File: src/rtl/sub_serial_pkg.sv
// Shared constants and helpers for the digit-serial subtractor.
// The optional signed-overflow output is enabled with SUB_SERIAL_OVF_EN.
package sub_serial_pkg;

  localparam int unsigned SUB_WIDTH = 32;
  localparam int unsigned SUB_CHUNK = 4;

  localparam logic [1:0] ST_IDLE = 2'd0;
  localparam logic [1:0] ST_BUSY = 2'd1;
  localparam logic [1:0] ST_DONE = 2'd2;

  // Step-counter width; kept at least one bit so a single-step build still elaborates.
  function automatic int unsigned cnt_width(input int unsigned width, input int unsigned chunk);
    int unsigned n;
    n = width / chunk;
    return (n > 1) ? $clog2(n) : 1;
  endfunction

endpackage

File: src/rtl/sub_serial_chunk.sv
// CHUNK-bit ripple-carry adder slice reused every step of the serial subtractor.
module sub_chunk
  import sub_serial_pkg::*;
#(
  parameter int unsigned CHUNK = SUB_CHUNK
) (
  input  logic [CHUNK-1:0] a_i,
  input  logic [CHUNK-1:0] b_i,
  input  logic             cin_i,
  output logic [CHUNK-1:0] sum_o,
  output logic             cout_o
);

  logic carry;

  always_comb begin
    carry = cin_i;
    sum_o = '0;
    for (int i = 0; i < int'(CHUNK); i++) begin
      sum_o[i] = a_i[i] ^ b_i[i] ^ carry;
      carry    = (a_i[i] & b_i[i]) | (carry & (a_i[i] ^ b_i[i]));
    end
    cout_o = carry;
  end

endmodule

File: src/rtl/sub_serial.sv
// Digit-serial subtractor: a - b computed as a + ~b + 1, CHUNK bits per cycle, LSB first.
// Define SUB_SERIAL_OVF_EN to add the registered signed-overflow output.
module sub_serial
  import sub_serial_pkg::*;
#(
  parameter int unsigned WIDTH = SUB_WIDTH,
  parameter int unsigned CHUNK = SUB_CHUNK
) (
  input  logic             clk,
  input  logic             rst_n,
  input  logic             in_valid,
  output logic             in_ready,
  input  logic [WIDTH-1:0] a,
  input  logic [WIDTH-1:0] b,
  output logic             out_valid,
  input  logic             out_ready,
  output logic [WIDTH-1:0] diff,
  output logic             borrow
`ifdef SUB_SERIAL_OVF_EN
  ,
  output logic             overflow
`endif
);

  localparam int unsigned N  = WIDTH / CHUNK;
  localparam int unsigned CW = cnt_width(WIDTH, CHUNK);
  localparam int unsigned IW = (WIDTH > 1) ? $clog2(WIDTH) : 1;

  if ((WIDTH % CHUNK) != 0) begin : g_chunk_check
    $error("sub_serial: CHUNK must divide WIDTH");
  end

  logic [1:0]       state_q, state_d;
  logic [CW-1:0]    cnt_q, cnt_d;
  logic             carry_q, carry_d;
  logic [WIDTH-1:0] a_q, a_d;
  logic [WIDTH-1:0] nb_q, nb_d;
  logic [WIDTH-1:0] diff_q, diff_d;
  logic             borrow_q, borrow_d;
`ifdef SUB_SERIAL_OVF_EN
  logic             ovf_q, ovf_d;
`endif

  logic [IW-1:0]    base_c;
  logic [CHUNK-1:0] sum_c;
  logic             cout_c;

  assign base_c = IW'(32'(cnt_q) * CHUNK);

  sub_chunk #(.CHUNK(CHUNK)) u_chunk (
    .a_i   (a_q[base_c +: CHUNK]),
    .b_i   (nb_q[base_c +: CHUNK]),
    .cin_i (carry_q),
    .sum_o (sum_c),
    .cout_o(cout_c)
  );

  // State and datapath registers.
  always_ff @(posedge clk or negedge rst_n) begin
    if (!rst_n) begin
      state_q  <= ST_IDLE;
      cnt_q    <= '0;
      carry_q  <= 1'b0;
      a_q      <= '0;
      nb_q     <= '0;
      diff_q   <= '0;
      borrow_q <= 1'b0;
`ifdef SUB_SERIAL_OVF_EN
      ovf_q    <= 1'b0;
`endif
    end else begin
      state_q  <= state_d;
      cnt_q    <= cnt_d;
      carry_q  <= carry_d;
      a_q      <= a_d;
      nb_q     <= nb_d;
      diff_q   <= diff_d;
      borrow_q <= borrow_d;
`ifdef SUB_SERIAL_OVF_EN
      ovf_q    <= ovf_d;
`endif
    end
  end

  // Next-state and datapath update.
  always_comb begin
    state_d  = state_q;
    cnt_d    = cnt_q;
    carry_d  = carry_q;
    a_d      = a_q;
    nb_d     = nb_q;
    diff_d   = diff_q;
    borrow_d = borrow_q;
`ifdef SUB_SERIAL_OVF_EN
    ovf_d    = ovf_q;
`endif
    case (state_q)
      ST_IDLE: begin
        if (in_valid) begin
          state_d = ST_BUSY;
          a_d     = a;
          nb_d    = ~b;
          carry_d = 1'b1;
          cnt_d   = '0;
        end
      end
      ST_BUSY: begin
        diff_d[base_c +: CHUNK] = sum_c;
        carry_d = cout_c;
        cnt_d   = cnt_q + CW'(1);
        if (cnt_q == CW'(N - 1)) begin
          state_d  = ST_DONE;
          cnt_d    = '0;
          borrow_d = ~cout_c;
`ifdef SUB_SERIAL_OVF_EN
          // Operand signs differ and the result sign departs from the minuend's.
          ovf_d = (a_q[WIDTH-1] != ~nb_q[WIDTH-1]) && (sum_c[CHUNK-1] != a_q[WIDTH-1]);
`endif
        end
      end
      ST_DONE: begin
        if (out_ready) begin
          state_d = ST_IDLE;
        end
      end
      default: state_d = ST_IDLE;
    endcase
  end

  assign in_ready  = (state_q == ST_IDLE);
  assign out_valid = (state_q == ST_DONE);
  assign diff      = diff_q;
  assign borrow    = borrow_q;
`ifdef SUB_SERIAL_OVF_EN
  assign overflow  = ovf_q;
`endif

endmodule
File: config.mk
export PLATFORM = sky130hd
export DESIGN_NAME = sub_serial
export DESIGN_NICKNAME = d
export VERILOG_FILES = /design/src/rtl/sub_serial_pkg.sv /design/src/rtl/sub_serial_chunk.sv /design/src/rtl/sub_serial.sv
export SDC_FILE = /design/constraint.sdc
export NUM_CORES = 1
export LEC_CHECK = 0
export CORE_MARGIN = 2
export CORE_UTILIZATION = 46
export CTS_CLUSTER_SIZE = 8
export DETAILED_ROUTE_END_ITERATION = 7
export GPL_TIMING_DRIVEN = 1
export PLACE_DENSITY = 0.8
export SYNTH_ARGS = -nofsm -noshare
export SYNTH_HDL_FRONTEND = slang
export SYNTH_SLANG_ARGS = --single-unit
File: constraint.sdc
create_clock -name clk -period 3.2 [get_ports clk]
set_clock_uncertainty 0.05 [all_clocks]
set_input_delay 0.32 -clock clk [delete_from_list [all_inputs] [get_ports clk]]
set_output_delay 0.32 -clock clk [all_outputs]
set_load 0.01 [all_outputs]
* Word level (Yosys, flattened, before mapping) *
Index checks and enable logic that the tools add are counted.

word-level totals
  output and inout port bits = 35
  word-level logic and storage cells = 57
  register bits after elaboration = 103
  input bits = 68

operators by class
  mux-type cells = 10
  add/subtract/negate cells = 2
  reduce and logical (&&, ||, !) cells = 6
  bitwise gates (word level) = 22
  shift-type cells = 4
  equality and inequality tests = 6

operators by type and width
  kind                      number
  $shiftx A32 B6 Y4         2
  $bwmux W32                1
  $not A32 Y32              1
  $shift A4 B7 Y32 const A  1
  $shiftx A4 B7 Y32         1
  $and A1 B1 Y1             8
  $xor A1 B1 Y1             8
  $neg A5 Y7                1
  $mux W2                   3
  $mux W3                   2
  $pmux W2 S3               1
  $pmux W3 S2               1
  $reduce_and A2 Y1         3
  $ne A2 B2 Y1 const B      2
  $or A1 B1 Y1              4
  $add A3 B1 Y3 const B     1
  $eq A3 B3 Y1 const B      1
  $reduce_and A3 Y1         1
  $eq A2 B1 Y1 const B      1
  $eq A2 B2 Y1 const B      1
  $logic_not A2 Y1          1
  $ne A2 B1 Y1 const B      1
  $pmux W1 S2               1
  $reduce_bool A2 Y1        1
  2 further kinds           2

* Depth between registers and ports, before layout *
Gate-level depths: netlist of the first run.

  depth after elaboration = 11
  mapped depth = 12
  depth with buffers taken out = 10

* Hierarchy *
Synthesis of the first run repeated with hierarchy kept, for this count alone.

second synthesis, totals
  cell total of the unflattened synthesis = 377
  area total of the unflattened synthesis = 4728.3 sq um

by module, submodules not included
  module      area each (sq um)  sequential area each (sq um)  cells an instance  instances
  sub_serial  4610.7             2577.5                        363                1
  sub_chunk   117.6              0.0                           14                 1

* Least setup slack after synthesis of the first run *
No wires, ideal clock.

  kind = register to register
  from = register cnt_q[1]
  to = register diff_q[11] (netlist: diff[11])
  cell stages (with the launch flop) = 13
  path slack = -0.246 ns
  data required time = 3.025 ns
  clock period less this slack = 3.446 ns
  path buffers = 2
  library setup time = 0.125 ns
  arrival time = 3.271 ns
  cells stage by stage = dfrtp_1 clkbuf_1 buf_1 mux4_2 mux2i_1 fa_1 inv_1 fa_1 inv_1 fa_1 fa_1 nor2_1 mux2_2

on the way
  longest elaborated chain between the ends = 11
  elaborated cells between the ends (all ways) = 23
  those cells by class = 1 x add/sub; 4 x shift; 1 x mux; 17 x bitwise

ends and longest elaborated chain
  element                               line                                            source
  start: declaration                    sub_serial.sv:34                                logic [CW-1:0] cnt_q, cnt_d;
  start signal: assignment              sub_serial.sv:73                                cnt_q <= cnt_d;
  $shiftx A32 B6 Y4 (on tied branches)  sub_serial.sv:51, sub_serial.sv:52
  $xor A1 B1 Y1                         sub_serial_chunk.sv:20, sub_serial_chunk.sv:21
  $and A1 B1 Y1                         sub_serial_chunk.sv:21                          carry = (a_i[i] & b_i[i]) | (carry & (a_i[i] ^ b_i[i]));
  $or A1 B1 Y1                          sub_serial_chunk.sv:21
  $and A1 B1 Y1                         sub_serial_chunk.sv:21
  $or A1 B1 Y1                          sub_serial_chunk.sv:21
  $and A1 B1 Y1                         sub_serial_chunk.sv:21
  $or A1 B1 Y1                          sub_serial_chunk.sv:21
  $xor A1 B1 Y1                         sub_serial_chunk.sv:20                          sum_o[i] = a_i[i] ^ b_i[i] ^ carry;
  $shiftx A4 B7 Y32                     sub_serial.sv:108                               diff_d[base_c +: CHUNK] = sum_c;
  $bwmux W32 (*)                        sub_serial.sv:108
  end signal: assignment                sub_serial.sv:77                                diff_q <= diff_d;
  end: declaration                      sub_serial.sv:38                                logic [WIDTH-1:0] diff_q, diff_d;

Every way passes the cells marked *; elsewhere a longest branch is shown, timed or not.
A chain may end at the register's enable or synchronous reset.

* Final worst setup path of the first run *
  from = register cnt_q[0]
  to = register diff_q[15] (netlist: diff[15])

The elaborated chain is that of the path after synthesis.

==> results.md, run 1 <==
* Dominant combinational cell family by area after synthesis: multiplexers
* Initial Util at 47.30%
* Worst slack at placement at 0.03665 ns
* Residual antenna-violating net count after detailed routing at 0
* DRC errors left at 0
* Final Wtd Congestion at 0.8036
* Synthesis-to-finish area growth at 32.52%
* Post-Syn Instances at 350
* Number of sinks handled by clock tree synthesis at approximately 100
* HPWL Detailed at 7.555 mm
* Crit path buffers/inverters at 2
* Final period util at a little over nine tenths
* Initial DRC Count at 131
* Routed Wire Length at 10.07 mm
* Type of the worst setup path: flop to flop
* Total clock buffers created by CTS at 9
* Cell-by-cell trace of the critical path: mux4_2 > mux2i_2 > fa_2 > inv_1 > fa_2 > inv_1 > fa_2 > fa_2 > nor2_1 > mux2_2
* Final worst-path setup slack at roughly 0.14 ns
* Die width at between 100 and 150 um
* Required arrival time at the worst endpoint at 3.40 ns
* Avg WL per Cell at 16.92 um
* Via count normalized by instance count at 5.222
* Mux share of post-synthesis cell area at 25.18%
* GR Overflow Total at 0
* Synthesized area per cell at 13.15 um2
* Sw Share at roughly 36%
* Global-route wire length before repair at 16.70 mm
* Internal power at 4.223 mW
* Logic gate share of total power at about half
* CP peak stage delay at around 0.63 ns
* Worst VDD drop at 0.5640 mV
* Share of layout cells above drive strength 1 at 24.68%
* Setup total negative slack at 0 ns
* Count of yosys warnings during synthesis at 0
* Distinct cell type count after synthesis at 32
* Max_cap viols at 0
* Clock Latency Late Sink at around 0.36 ns
* Total Routing Usage GR at 19.81%
* Hold crit path type: primary input to async pin
* Worst max-slew margin expressed relative to the limit at 56.95%
* Result of the run: finished, final reports clean
* Post-synth design cell area at 0.004602 mm2
* Part of the power in the clock network at 15.2%
* Number of core rows at 36
* DR pass1 iterations at 4
* Element type at the critical path start: flop
* Maximum level of the CTS H-tree at 3
* Power density over the cells at 1087 mW/mm2
* Endpoint kind of the worst setup timing path: flop
* Share of synthesized cell area in and, or, nand and nor gates at under 10%
* Largest delay contributor family on the critical path: adder cells
* Sequential-to-total area share from yosys stat at ~56%
* Max Buffers Root-to-Sink at 2
* Post-synthesis sequential element count at 103
* Overall via count from detail_route at 3107
* Height of the chip at 104.0 um
* Root buffer cell: sky130_fd_sc_hd__clkbuf_8
* Most prevalent standard cell on the critical path: sky130_fd_sc_hd__fa_2
* Slowest cell on crit path: sky130_fd_sc_hd__fa_2
* Max Clk Rate at between 300 and 400 MHz
* Share of the synthesized area in compound gates (AO/OA/AOI/OAI) at ~4.5%
* Worst-case register-to-register setup slack at 0.14 ns
* Area of the die at 0.01082 mm2
* TritonCTS clock tree: yes
* Antenna diode count at 0
* Largest fanout on the critical path at 7
* Final count of hold timing violations at 0
* Utilization of the core after routing at between 60% and 70%
* Post-synthesis xor/xnor area fraction at 0%
* Count of port buffers added during placement at 102
* Min Clock Period, post-route at 3.063 ns
* Leakage Power at 2.629 nW
* Top Ports at a little over 100
* Maximum number of pins on one net before global-route repair at between 60 and 70
* Finish-stage setup viols at 0
* Synthesized netlist net count at between 400 and 500
* Relative contribution of sequential cells to total power at 34.0%
* Switch Pwr at 2.405 mW
* Adder-cell area share of the yosys netlist at 3.643%
* Initial antenna violation count at 0
* Least-Margin Pin Slew at 0.6409 ns
* Clock-pin slew on the worst setup and hold paths at about 0.1 ns
* Via count of the first global-routing pass at 3258
* WP data arrival at 3.26 ns
* Post-layout net count at 538
* Number of slew-limit violations in the final report at 0
* Core ar. at 0.009729 mm2
## cell type report
class | instances | area (um2)
multi-input combinational | 213 | 1916
sequential | 103 | 2579
clock buffer | 10 | 127.6
timing repair buffer | 116 | 1130
inverter | 16 | 60.06
tap | 133 | 166.4
clock inverter | 4 | 120.1
fill | 792 | 3631
## cells by family (layout without fill, tap and decap cells)
logic type      after synthesis  count (layout)
flops                       103             103
mux                          88              88
simple gates                 76              76
compound gates               38              38
buf+inv                      34             146
fa+ha+maj                    11              11
## cells in the final DEF (no fill, tap or decap), types with 11 or more instances in the layout
cell,instances
sky130_fd_sc_hd__dfrtp_1,102
sky130_fd_sc_hd__clkdlybuf4s50_1,101
sky130_fd_sc_hd__mux2_2,58
sky130_fd_sc_hd__nor2_1,46
sky130_fd_sc_hd__a21oi_1,32
sky130_fd_sc_hd__mux4_2,16
sky130_fd_sc_hd__inv_1,15
sky130_fd_sc_hd__buf_4,13
sky130_fd_sc_hd__mux2i_1,12
sky130_fd_sc_hd__nand2_1,11
## repair_timing
action | 4_1_cts | 5_1_grt
endpoints found under the hold margin | 44 | 0
setup endpoints to repair | 1 | 6
resized for setup | 1 | 8
pin swaps | 0 | 1
setup buffers | 0 | 0
hold buffers | 1 | 0
## sequential cells by signal, indices dropped and copies added (netlist names)
signal / flops
a_q: 32
borrow: 1
diff: 32
nb_q: 32
carry_q: 1
cnt_q: 3
state_q: 2
## per-layer routing
metal | wire length (um) | up-vias | global-route usage (%)
li1 | - | 1436 | -
met1 | 4303 | 1569 | 25.27
met2 | 5130 | 89 | 33.88
met3 | 470 | 13 | 4.887
met4 | 161 | 0 | 5.405
met5 | 0 | - | 0
## cells in the mapped netlist
cell type	instances	share of area (%)
sky130_fd_sc_hd__a22oi_1	1	0.16
sky130_fd_sc_hd__o21ai_0	1	0.11
sky130_fd_sc_hd__mux2i_1	13	2.8
sky130_fd_sc_hd__mux2_4	1	0.33
sky130_fd_sc_hd__buf_4	1	0.16
sky130_fd_sc_hd__mux2_2	58	14
sky130_fd_sc_hd__a22o_1	1	0.19
sky130_fd_sc_hd__nor2b_1	1	0.14
sky130_fd_sc_hd__nor4b_2	1	0.33
sky130_fd_sc_hd__nor3_1	4	0.44
sky130_fd_sc_hd__nor3b_1	1	0.16
sky130_fd_sc_hd__nand4b_1	3	0.57
sky130_fd_sc_hd__fa_1	4	1.7
sky130_fd_sc_hd__buf_1	5	0.41
sky130_fd_sc_hd__clkbuf_1	9	0.73
sky130_fd_sc_hd__nor2_1	47	3.8
sky130_fd_sc_hd__mux4_2	16	7.8
sky130_fd_sc_hd__inv_1	15	1.2
sky130_fd_sc_hd__dfrtp_1	103	56
sky130_fd_sc_hd__or3b_2	2	0.38
sky130_fd_sc_hd__nand3b_1	1	0.16
sky130_fd_sc_hd__a32o_1	1	0.22
sky130_fd_sc_hd__buf_2	3	0.33
sky130_fd_sc_hd__nand2b_1	2	0.27
sky130_fd_sc_hd__ha_1	7	1.9
sky130_fd_sc_hd__nand2_1	11	0.90
sky130_fd_sc_hd__o31ai_1	1	0.16
sky130_fd_sc_hd__inv_2	1	0.081
sky130_fd_sc_hd__or3_1	1	0.14
sky130_fd_sc_hd__a21oi_1	32	3.5
sky130_fd_sc_hd__or4b_1	2	0.44
sky130_fd_sc_hd__o21bai_1	1	0.16
## power groups by stage
stage | Clock (mW) | Sequential, mW | Combinational [mW]
3_3_place_gp | 0 | 2.26 | 3.12
4_1_cts | 1.02 | 2.26 | 3.26
5_1_grt | 1.07 | 2.32 | 3.71
3_5_place_dp | 0 | 2.28 | 3.24
6_report | 1.01 | 2.25 | 3.37
2_1_floorplan | 0 | 2.20 | 2.08
## final timing paths
path                                       from                    to  cells past startpoint
max in group asynchronous                 rst_n   diff[6]$_DFFE_PN0P_                      3
setup / recovery           cnt_q[0]$_DFFE_PN0P_  diff[15]$_DFFE_PN0P_                     10
hold / removal                            rst_n    a_q[0]$_DFFE_PN0P_                      2
hold reg to reg            diff[24]$_DFFE_PN0P_  diff[24]$_DFFE_PN0P_                      1
setup reg to reg           cnt_q[0]$_DFFE_PN0P_  diff[15]$_DFFE_PN0P_                     10
min in group clk                          b[10]  nb_q[10]$_DFFE_PN0P_                      2
## through the flow
| stage | instance area [um2] | instances | total power, mW | hold slack [ns] |
|---|---|---|---|---|
| after floorplan | 4606 | 350 | 4.282 | -0.02559 |
| after global placement | 5814 | 580 | 5.376 | 0.2996 |
| after detailed placement | 5814 | 580 | 5.523 | 0.3042 |
| after CTS | 6073 | 595 | 6.540 | 0.4394 |
| after global routing | 6098 | 595 | 7.104 | 0.4243 |
| final | 6098 | 595 | 6.628 | 0.4369 |
## worst reg2reg max path, delay by kind of cell, from the launching register on
kind / cells / cell delay (ns)
buffers and inverters: 2 / 0.12
DFF: 1 / 0.50
adders and majority gates: 4 / 1.49
and+or+nand+nor: 1 / 0.08
muxes: 3 / 0.71
(Power assumes the default switching activity.)
==> inputs of run 2 (changes only) <==
Settings changed: CORE_UTILIZATION 46 to 45, PLACE_DENSITY 0.8 to 0.78.
==> run 2 against run 1 <==
Global-route usage shrank 0.41 points; core utilization down 1.5 points; worst setup slack worse by 0.021 ns; largest cell class unchanged; register-to-register slack got worse by 0.02 ns; clock-buffer cell count increased by 1; total power fell by 1.0%; wire length rose by 0.60%; hold slack got worse by 0.38 ns; non-clock buffer count shrank 3.
==> results.md, run 2 (same netlist as run 1, synthesis figures left out) <==
* Result of the run: finished, final reports clean (unchanged)
* Global-route wire length before repair at 16.72 mm (was 16.70 mm)
* Share of layout cells above drive strength 1 at 24.51% (was 24.68%)
* Filler cells at 775 (was 792)
* Commonest cells after routing, fill and taps aside: sky130_fd_sc_hd__dfrtp_1 (102), sky130_fd_sc_hd__clkdlybuf4s50_1 (101), sky130_fd_sc_hd__mux2_2 (58) (unchanged)
* Area occupied by multi-input gates at 0.001904 mm2 (was 0.001916 mm2)
* Finish-stage setup viols at 0 (unchanged)
* Final Wtd Congestion at 0.7949 (was 0.8036)
* CP peak stage delay at 0.64 ns (was 0.63 ns)
* Leakage Power at 2.603 nW (was 2.629 nW)
* DRC errors left at 0 (unchanged)
* Met1 Routed Length at 4.410 mm (was 4.303 mm)
* Height of the chip at 105.1 um (was 104.0 um)
* Setup repair after global routing missed its margin: no
* Number of slew-limit violations in the final report at 0 (unchanged)
* Max Buffers Root-to-Sink at 2 (unchanged)
* Element type at the critical path start: flop (unchanged)
* Register Area at 0.002579 mm2 (unchanged)
* Max Clk Rate at 324.2 MHz (was 326.5 MHz)
* Type of the worst setup path: flop to flop (unchanged)
* Via count normalized by instance count at 5.269 (was 5.222)
* Clock Latency Late Sink at 0.37 ns (was 0.36 ns)
* Final count of hold timing violations at 0 (unchanged)
* WP data arrival at 3.29 ns (was 3.26 ns)
* Top Ports at 103 (unchanged)
* DR pass1 iterations at 4 (unchanged)
* HPWL Detailed at 7.494 mm (was 7.555 mm)
* Initial DRC Count at 136 (was 131)
* Leading cell type in the layout, fill and taps excluded: sky130_fd_sc_hd__dfrtp_1 (unchanged)
* Largest fanout on the critical path at 7 (unchanged)
* Routed wl met2 at 5.133 mm (was 5.130 mm)
* Initial Util at 46.65% (was 47.30%)
* Final period util at 96.39% (was 95.72%)
* Worst max-slew margin expressed relative to the limit at 34.37% (was 56.95%)
* Setup total negative slack at 0 ns (unchanged)
* GR Overflow Total at 0 (unchanged)
* Via count of the first global-routing pass at 3365 (was 3258)
* Total Routing Usage GR at 19.40% (was 19.81%)
* Least-Margin Pin Slew at 0.9845 ns (was 0.6409 ns)
* Count of port buffers added during placement at 102 (unchanged)
* Die width at 105.1 um (was 104.0 um)
* Number of hold buffers added after cts at 0 (was 1)
* Residual antenna-violating net count after detailed routing at 0 (unchanged)
* Number of core rows at 36 (unchanged)
* Number of sinks handled by clock tree synthesis at 103 (unchanged)
* Max_cap viols at 0 (unchanged)
* Routed length on met3 at 429 um (was 470 um)
* Final Hold Slack at 0.05300 ns (was 0.4369 ns)
* Area of the die at 0.01105 mm2 (was 0.01082 mm2)
* Routed Wire Length at 10.13 mm (was 10.07 mm)
* Worst VDD drop at 0.4616 mV (was 0.5640 mV)
* Overall via count from detail_route at 3130 (was 3107)
* Most prevalent standard cell on the critical path: sky130_fd_sc_hd__fa_2 (unchanged)
* Highest signal layer in the routed design: met4 (unchanged)
* Core ar. at 0.009864 mm2 (was 0.009729 mm2)
* Post-layout net count at 535 (was 538)
* Endpoint kind of the worst setup timing path: flop (unchanged)
* Antenna diode count at 0 (unchanged)
* Required arrival time at the worst endpoint at 3.40 ns (about the same)
* TritonCTS clock tree: yes (unchanged)
* Total placed cells including tap cells at 578 (was 580)
* Hold crit path type: primary input to async pin (unchanged)
* Post-CTS setup repair buffer count at 0 (unchanged)
* Maximum number of pins on one net before global-route repair at 81 (was 65)
* Maximum level of the CTS H-tree at 3 (unchanged)
* Initial antenna violation count at 0 (unchanged)
* Slowest cell on crit path: sky130_fd_sc_hd__fa_2 (unchanged)
* Root buffer cell: sky130_fd_sc_hd__clkbuf_8 (unchanged)
* Synthesis-to-finish area growth at 31.10% (was 32.52%)
* Utilization of the core after routing at 61.16% (was 62.68%)
* Cell-by-cell trace of the critical path: mux4_2 > mux2i_1 > fa_2 > inv_2 > fa_2 > inv_1 > fa_2 > fa_2 > nor2_1 > mux2_2 (was mux4_2 > mux2i_2 > fa_2 > inv_1 > fa_2 > inv_1 > fa_2 > fa_2 > nor2_1 > mux2_2)
* Total clock buffers created by CTS at 9 (unchanged)
* Min Clock Period, post-route at 3.085 ns (was 3.063 ns)
* Avg WL per Cell at 17.05 um (was 16.92 um)
* Final cell count without fillers at 594 (was 595)
* Clock-pin slew on the worst setup and hold paths at 0.09 ns (was 0.10 ns)
* Post-cts resize count at 0 (was 1)
* Power density over the cells at 1088 mW/mm2 (was 1087 mW/mm2)
==> run 2: cell types whose count changed in the layout (fill, tap and decap cells not counted) <==
cell,delta
sky130_fd_sc_hd__buf_4,-1
sky130_fd_sc_hd__buf_6,-1
sky130_fd_sc_hd__bufinv_16,-2
sky130_fd_sc_hd__clkbuf_8,+1
sky130_fd_sc_hd__clkinv_2,+1
sky130_fd_sc_hd__clkinv_4,+1
sky130_fd_sc_hd__clkinvlp_4,+1
sky130_fd_sc_hd__dlygate4sd3_1,-1
sky130_fd_sc_hd__inv_1,-1
sky130_fd_sc_hd__inv_2,+1
sky130_fd_sc_hd__mux2i_1,+1
sky130_fd_sc_hd__mux2i_2,-1
sky130_fd_sc_hd__nor2_1,+1
sky130_fd_sc_hd__nor2_4,-1
==> run 2: final cells by class <==
cell class / count / share of cell area (%)
clock inverter: 5 / 1.348
clock buffer: 11 / 2.343
timing repair buffer: 113 / 18.25
multi-input combinational: 213 / 31.56
inverter: 16 / 0.9954
sequential: 103 / 42.74
tap: 133 / 2.758
==> run 2: worst max-delay path: cells and delay by family, from the launching register on <==
family / cells / cell delay, ns
multiplexers: 3 / 0.71
adder cells (fa/ha/maj): 4 / 1.53
buffers and inverters: 2 / 0.11
flip-flops: 1 / 0.49
AND/OR/NAND/NOR: 1 / 0.07
==> run 2: final timing paths <==
kind	from	to	slack (ns)	cells after the start
setup / recovery	cnt_q[0]$_DFFE_PN0P_	diff[31]$_DFFE_PN0P_	0.12	10
setup reg to reg	cnt_q[0]$_DFFE_PN0P_	diff[31]$_DFFE_PN0P_	0.12	10
hold / removal	rst_n	diff[17]$_DFFE_PN0P_	0.05	1
hold reg to reg	diff[12]$_DFFE_PN0P_	diff[12]$_DFFE_PN0P_	0.46	1
min in group clk	b[22]	nb_q[22]$_DFFE_PN0P_	0.44	2
max in group asynchronous	rst_n	nb_q[24]$_DFFE_PN0P_	2.12	2
==> run 2: metrics by stage <==
stage	setup slack [ns]	power (mW)	area [um2]
after global placement	0.1112	5.453	5799
after detailed placement	0.008266	5.616	5799
after global routing	0.005076	7.025	6033
after floorplan	0.03826	4.282	4606
final	0.1155	6.562	6033
after CTS	0.005882	6.528	6022
==> run 2: where the power goes <==
part	internal [mW]	switching, mW	leakage (nW)
logic	1.77	1.63	1.25
registers	1.89	0.372	1.24
clock network	0.462	0.438	0.110
==> run 2: routing by layer <==
layer	GRT usage (%)	vias to the layer above
li1	-	1431
met1	25.18	1594
met2	32.79	92
met3	3.681	13
met4	6.571	0
met5	0	-
